[src/rtl/lfsr_prbs_gen.sv]
// XNOR Fibonacci LFSR/PRBS source with runtime taps, lock-up detection and period measurement.
// Define LFSR_LOCKUP_RECOVER_EN to auto-recover from the all-ones lock-up state after one cycle.
module lfsr_prbs_gen #(
    parameter int unsigned      WIDTH        = 16,
    parameter logic [WIDTH-1:0] DEFAULT_TAPS = WIDTH'(16'hD008),
    parameter logic [WIDTH-1:0] DEFAULT_SEED = '0
) (
    input  logic             i_clk,
    input  logic             i_rst,
    input  logic             i_enable,
    input  logic             i_load,
    input  logic [WIDTH-1:0] i_seed,
    input  logic             i_taps_we,
    input  logic [WIDTH-1:0] i_taps,
    input  logic             i_ready,
    output logic             o_valid,
    output logic [WIDTH-1:0] o_data,
    output logic             o_lockup,
    output logic             o_period_done,
    output logic [WIDTH-1:0] o_period
);

    typedef enum logic [1:0] {
        S_IDLE   = 2'd0,
        S_RUN    = 2'd1,
        S_LOCKED = 2'd2
    } state_t;

    state_t           r_state;
    state_t           w_state_nxt;

    logic [WIDTH-1:0] r_lfsr;
    logic [WIDTH-1:0] r_ref;
    logic [WIDTH-1:0] r_taps;
    logic [WIDTH-1:0] r_cnt;
    logic [WIDTH-1:0] r_period;
    logic             r_period_done;

    logic             w_fb;
    logic [WIDTH-1:0] w_lfsr_nxt;
    logic             w_all_ones;
    logic             w_valid;
    logic             w_lockup;
    logic             w_recover;
    logic             w_adv;
    logic             w_wrap;
    logic [WIDTH-1:0] w_cnt_inc;

    // XNOR feedback: the all-ones state maps to itself and is the lock-up state.
    assign w_fb       = ~^(r_lfsr & r_taps);
    assign w_lfsr_nxt = {r_lfsr[WIDTH-2:0], w_fb};
    assign w_all_ones = (r_lfsr == {WIDTH{1'b1}});

    // Load and tap writes take the cycle, so no beat is transferred alongside them.
    assign w_adv      = w_valid && i_ready && !i_load && !i_taps_we;
    assign w_wrap     = w_adv && (w_lfsr_nxt == r_ref);
    assign w_cnt_inc  = (r_cnt == {WIDTH{1'b1}}) ? r_cnt : r_cnt + WIDTH'(1);

    // State register
    always_ff @(posedge i_clk) begin
        if (!i_rst) begin
            r_state <= S_IDLE;
        end else begin
            r_state <= w_state_nxt;
        end
    end

    // Next-state and stream control
    always_comb begin
        w_state_nxt = r_state;
        w_valid     = 1'b0;
        w_lockup    = 1'b0;
        w_recover   = 1'b0;
        unique case (r_state)
            S_IDLE: begin
                w_state_nxt = S_IDLE;
            end
            S_RUN: begin
                w_valid = i_enable && !w_all_ones;
                if (w_all_ones) begin
                    w_state_nxt = S_LOCKED;
                end
            end
            S_LOCKED: begin
                w_lockup = 1'b1;
`ifdef LFSR_LOCKUP_RECOVER_EN
                w_recover   = 1'b1;
                w_state_nxt = S_RUN;
`else
                w_state_nxt = S_LOCKED;
`endif
            end
            default: begin
                w_state_nxt = S_IDLE;
            end
        endcase
        if (i_load) begin
            w_state_nxt = S_RUN;
        end
    end

    // Shift register, reference, tap mask and period counter
    always_ff @(posedge i_clk) begin
        if (!i_rst) begin
            r_lfsr        <= DEFAULT_SEED;
            r_ref         <= DEFAULT_SEED;
            r_taps        <= DEFAULT_TAPS;
            r_cnt         <= '0;
            r_period      <= '0;
            r_period_done <= 1'b0;
        end else begin
            r_period_done <= 1'b0;
            if (i_taps_we) begin
                r_taps <= i_taps;
            end
            if (i_load) begin
                r_lfsr <= i_seed;
                r_ref  <= i_seed;
                r_cnt  <= '0;
            end else if (w_recover) begin
                r_lfsr <= '0;
                r_ref  <= '0;
                r_cnt  <= '0;
            end else if (i_taps_we) begin
                r_ref <= r_lfsr;
                r_cnt <= '0;
            end else if (w_adv) begin
                r_lfsr <= w_lfsr_nxt;
                if (w_wrap) begin
                    r_period      <= w_cnt_inc;
                    r_cnt         <= '0;
                    r_period_done <= 1'b1;
                end else begin
                    r_cnt <= w_cnt_inc;
                end
            end
        end
    end

    assign o_valid       = w_valid;
    assign o_data        = r_lfsr;
    assign o_lockup      = w_lockup;
    assign o_period_done = r_period_done;
    assign o_period      = r_period;

endmodule

[config.mk]
export PLATFORM = sky130hd
export DESIGN_NAME = lfsr_prbs_gen
export DESIGN_NICKNAME = d
export VERILOG_FILES = /design/src/rtl/lfsr_prbs_gen.sv
export SDC_FILE = /design/constraint.sdc
export NUM_CORES = 1
export LEC_CHECK = 0
export CORE_MARGIN = 2
export CORE_UTILIZATION = 52
export DETAILED_ROUTE_END_ITERATION = 10
export PLACE_DENSITY_LB_ADDON = 0.08
export SYNTH_ARGS = -nofsm -noshare
export SYNTH_HDL_FRONTEND = slang
export SYNTH_SLANG_ARGS = --single-unit
[constraint.sdc]
create_clock -name i_clk -period 2.7 [get_ports i_clk]
set_input_delay 0.675 -clock i_clk [delete_from_list [all_inputs] [get_ports i_clk]]
set_output_delay 0.675 -clock i_clk [all_outputs]
set_load 0.01 [all_outputs]
==> Word level (Yosys, flattened, before mapping) <==
Cells that the tools add are included.
{ "op_classes": {"n_eq_ne": 8, "reduce_logical": 16, "mux": 13, "bitwise_logic": 5, "addsub": 1} }
{ "op_table": {"columns": ["op", "n"], "rows": [
  ["2-to-1 mux 16 bit", 7],
  ["== test 16 bit, second input constant", 2],
  ["adder 16 x 1 -> 16 bit, second input constant", 1],
  ["bitwise AND 16 bit", 1],
  ["== test 16 bit", 1],
  ["XNOR reduction 16 bit", 1],
  ["logical AND 1 bit", 5],
  ["2-to-1 mux 1 bit", 4],
  ["!= test 2 bit, second input constant", 2],
  ["NOT 1 bit", 4],
  ["one-hot mux 2 bit (2 select lines)", 1],
  ["AND reduction 4 bit", 1],
  ["nonzero test 2 bit", 2],
  ["OR reduction 4 bit", 1],
  ["zero test 1 bit", 3],
  ["!= test 3 bit, second input constant", 1],
  ["OR reduction 3 bit", 1],
  ["== test 2 x 1 -> 1 bit, second input constant", 1],
  ["== test 2 bit, second input constant", 1],
  ["2-to-1 mux 2 bit", 1],
  ["AND reduction 2 bit", 1],
  ["OR reduction 2 bit", 1]
]} }
{ "word_totals": {"register_bits": 83, "inputBits": 38} }

==> Logic depth before layout (Yosys ltp) <==
{ "logic_depth": {"word_depth": 10, "mapped_depth": 10} }

==> Least setup slack after synthesis <==
No wires, ideal clock.
{ "synth_path": {"path_kind": "flip-flop to flip-flop", "from": "register r_lfsr[3], in the netlist o_data[3]", "to": "register r_period[10], in the netlist o_period[10]", "period_less_slack_ps": 2304, "arrival_time_ps": 2173, "required_time_ps": 2568, "n_path_buf": 3, "setup_time_ps": 132, "path_stages_with_launch": 11, "slack_ps": 396, "path_cell_list": "dfxtp_1 nand4_1 or4_4 and3_4 and3_4 buf_6 and4_4 buf_6 buf_6 a21oi_1 nor3_1"} }
{ "synth_between": {"elab_chain_cells": 9, "elab_cells_between_ends": 12, "classes_between": "eq/ne (2); mux (1); bitwise (1); reduce/logical (8)"} }
{ "synth_lines": {"columns": ["item", "line", "rtl"], "rows": [
  ["start, declared", "32", "logic [WIDTH-1:0] r_lfsr;"],
  ["start signal, assigned", "117", "r_lfsr <= i_seed;"],
  ["start signal, assigned", "128", "r_lfsr <= w_lfsr_nxt;"],
  ["== test 16 bit *", "52", "assign w_all_ones = (r_lfsr == {WIDTH{1'b1}});"],
  ["zero test 1 bit *", "79", "w_valid = i_enable && !w_all_ones;"],
  ["logical AND 1 bit *", "79", null],
  ["2-to-1 mux 1 bit *", "74", "unique case (r_state)"],
  ["via o_valid", "16", "output logic o_valid,"],
  ["logical AND 1 bit * (3 in a row)", "55", "assign w_adv = w_valid && i_ready && !i_load && !i_taps_we;"],
  ["logical AND 1 bit", "56", "assign w_wrap = w_adv && (w_lfsr_nxt == r_ref);"],
  ["AND reduction 4 bit (no line) *", null, null],
  ["end signal, assigned", "130", "r_period <= w_cnt_inc;"],
  ["end, declared", "36", "logic [WIDTH-1:0] r_period;"]
]} }
Mark *: on every way through the listed nets, which the timed path passes. The rest lies on a longest branch.
A chain may end at the register's enable or synchronous reset.

==> Worst setup path after layout <==
{ "layout_path": {"from": "register r_lfsr[10], in the netlist o_data[10]", "to": "output port o_valid"} }
{ "layout_between": {"elab_chain_cells": 4} }
{ "layout_lines": {"columns": ["item", "line"], "rows": [
  ["== test 16 bit", "52"],
  ["zero test 1 bit", "79"],
  ["logical AND 1 bit", "79"],
  ["2-to-1 mux 1 bit", "74"],
  ["end, declared", "16"]
]} }
Every way passes these cells.

==> impl_metrics.py <==
metrics = {
    "run_status": {
        "status": "completed",
    },
    "global_routing": {
        "grt_pass1_wl_mm": 16.0,
        "antenna_found_initial": 0,
        "grt_use_total": 0.243,
        "grt_overflow": 0,
        "grt_max_degree": 39,
        "grt_pass1_vias": 3253,
    },
    "clocking": {
        "cts_tree": "yes",
        "cts.reportedPaths.clkPinSlew_ns": 0.08,
        "cts.sinks": 83,
        "clk_latency_ns": 0.34,
        "cts-htree-levels": 3,
        "cts_setup_buffers": 0,
        "cts-root-buf": "clkbuf_8",
        "cts_buffer_depth": 2,
        "cts_buffers": 9,
    },
    "die": {
        "dieArea_mm2": 0.00815,
        "pin_count": 73,
        "placeableCoreArea_mm2": 0.00721,
        "fp.dieW_um": 90.3,
        "die_h_um": 90.3,
        "start_util": 0.537,
        "rows": 31,
    },
    "sta": {
        "hold_viol_final": 0,
        "finalCriticalPeriod_ns": 2.54,
        "timing.final.crit_share": 0.941,
        "holdWs_ns": 0.480,
        "final.setup.tns_ns": 0,
        "slew_viol_final": 0,
        "worst_pin_slew_ns": 0.581,
        "rsz0062_at_grt": "false",
        "fmax_mhz": 393,
        "slew_headroom": 0.613,
        "finalSetupViolCount": 0,
        "fin_ws_ns": 0.159,
        "skew_ns": 0.00967,
    },
    "setup_path": {
        "crit_arrival_ns": 1.87,
        "start_kind": "flip-flop",
        "endpoint_kind": "output port",
        "cp_max_fo": 3,
        "r2r_setup_slack_ns": 0.27,
        "rr_startpoint": "o_data[14]",
        "reg2reg_to": "o_period[8]",
        "required_ns": 2.03,
        "critical_path_class": "flip-flop to output port",
        "reg2reg_depth": 8,
    },
    "detailed_routing": {
        "first_pass_iters": 4,
        "drc_errors": 0,
        "routed_wl_mm": 9.82,
        "via_per_inst": 5.58,
        "drt_iter0_drc": 143,
        "vias": 3441,
        "wl_per_cell_um": 15.9,
        "ant_nets": 0,
    },
    "min_path": {
        "min_path_cells": 2,
        "hp-class": "flip-flop to flip-flop",
        "min_to": "r_taps[15]",
        "hp-start": "r_taps[15]",
    },
    "power": {
        "internal_power_mw": 1.90,
        "p_switching_mw": 0.738,
        "power_mw": 2.64,
        "clkPwrFrac": 0.319,
        "p_comb_frac": 0.187,
        "cellLeakagePower_nw": 1.90,
        "ir_drop_mv": 0.350,
        "seq_power_share": 0.495,
        "netSwitchingFraction": 0.279,
        "power_density_mw_per_mm2": 534,
    },
    "layout": {
        "stdcell_count": 617,
        "diodes": 0,
        "area_growth_pct": 27.7,
        "layout_common_cells": "dfxtp_1 (81), clkdlybuf4s50_1 (70), nand2_1 (62), a21oi_1 (39), mux2i_1 (31)",
        "multiInputGateArea_mm2": 0.00205,
        "fill_cells": 607,
        "final_common_cell": "dfxtp_1",
        "final_nets": 555,
        "drive_gt1_frac": 0.102,
        "ff_latch_area_mm2": 0.00166,
    },
    "synth": {
        "ys_ff_latch": 83,
        "synth_seq_area_share": 0.429,
        "syn_area_mm2": 0.00387,
        "netlist_instances": 431,
        "ys_warn_count": 0,
        "synth_cell_type_count": 37,
        "syn-num-nets": 472,
        "avgSynthCellArea_um2": 8.98,
    },
    "placement": {
        "gp_congestion": 0.794,
        "dp_slack_ns": 0.175,
        "hpwl_mm": 6.91,
        "portBuffers": 72,
        "dpl.cell_count": 602,
    },
    "job": {
        "cap_violations": 0,
    },
}
[layout make-up]
class / count / share of cell area
clock buffer: 9 / 0.0251
clock inverter: 6 / 0.0116
inverter: 6 / 0.00456
multi-input combinational: 317 / 0.415
sequential: 83 / 0.337
tap: 99 / 0.0251
timing repair buffer: 97 / 0.182
[critical path, stage by stage, from the launching register on]
cell and delay, ns:
dfxtp_1 0.33, nand4_1 0.14, or4_4 0.57, and3_4 0.21, dlygate4sd2_1 0.28
[metrics by stage]
stage          area (µm²)  utilization
2_1_floorplan        3870            -
3_3_place_gp         4760        0.660
3_5_place_dp         4760        0.660
4_1_cts              4940        0.685
5_1_grt              4940        0.685
6_report             4940        0.685
[kinds of logic after synthesis]
| group | Yosys count | share of synthesized area |
|---|---|---|
| XOR/XNOR | 42 | 0.104 |
| AND/OR/NAND/NOR | 144 | 0.179 |
| flip-flops | 83 | 0.429 |
| AO/OA/AOI/OAI | 95 | 0.150 |
| multiplexers | 33 | 0.0859 |
| buffers and inverters | 31 | 0.0417 |
| adder cells (fa/ha/maj) | 3 | 0.00969 |
[state kept, by name, indices dropped and copies added (netlist names)]
name and cells:
o_data 16, o_period 16, r_cnt 16, r_ref 16
r_taps 16, r_state 2, o_period_done 1
[synth_stat cells (all sizes together)]
master   number  area [µm²]
a32o         16         160
nor2         21        81.3
nand3        13        65.1
mux2          2        22.5
xnor2        21         191
nand4        10        62.6
dfxtp        83        1660
mux2i        31         310
xnor3         2        46.3
xor2         19         166
a21oi        39         195
nor3         22         110
a2111oi       1        8.76
and3          5        41.3
nand2        63         253
or3           1        6.26
and4          4        37.5
o21a          1        7.51
o21ai        22         110
clkinv        1        3.75
buf          10        82.6
a31oi        16         100
clkbuf       15        56.3
or4           1        11.3
nor4          4        25.0
ha            3        37.5
inv           5        18.8
[per-layer routing]
metal | vias up | wire [µm] | part of all wire | global-route usage
met3 | 12 | 505 | 0.051 | 0.0434
met1 | 1630 | 4600 | 0.47 | 0.335
met5 | - | 0 | 0 | 0
met4 | 0 | 114 | 0.012 | 0.0859
met2 | 96 | 4610 | 0.47 | 0.387
li1 | 1703 | - | - | -
[timing repair]
| item | CTS | global route |
|---|---|---|
| setup endpoints to repair | 1 | 0 |
| gates resized for setup | 3 | 0 |
| hold buffers | 0 | 0 |
[how the worst max path moves through the flow]
stage	startpoint	endpoint	cells after the start
global placement	i_enable	o_valid	3
detailed placement	i_enable	o_valid	3
finish	o_data[10]	o_valid	4
global route	o_data[14]	o_period[8]	8
CTS	o_data[10]	o_valid	4
floorplan	o_data[3]	o_period[10]	10
[power groups by stage]
| stage | combinational (mW) | sequential (mW) | clock, mW |
|---|---|---|---|
| 2_1_floorplan | 0.286 | 1.35 | 0 |
| 3_3_place_gp | 0.488 | 1.33 | 0 |
| 3_5_place_dp | 0.488 | 1.34 | 0 |
| 4_1_cts | 0.491 | 1.31 | 0.857 |
| 5_1_grt | 0.536 | 1.31 | 0.905 |
| 6_report | 0.493 | 1.31 | 0.842 |
Power figures use the tool's default switching activity.
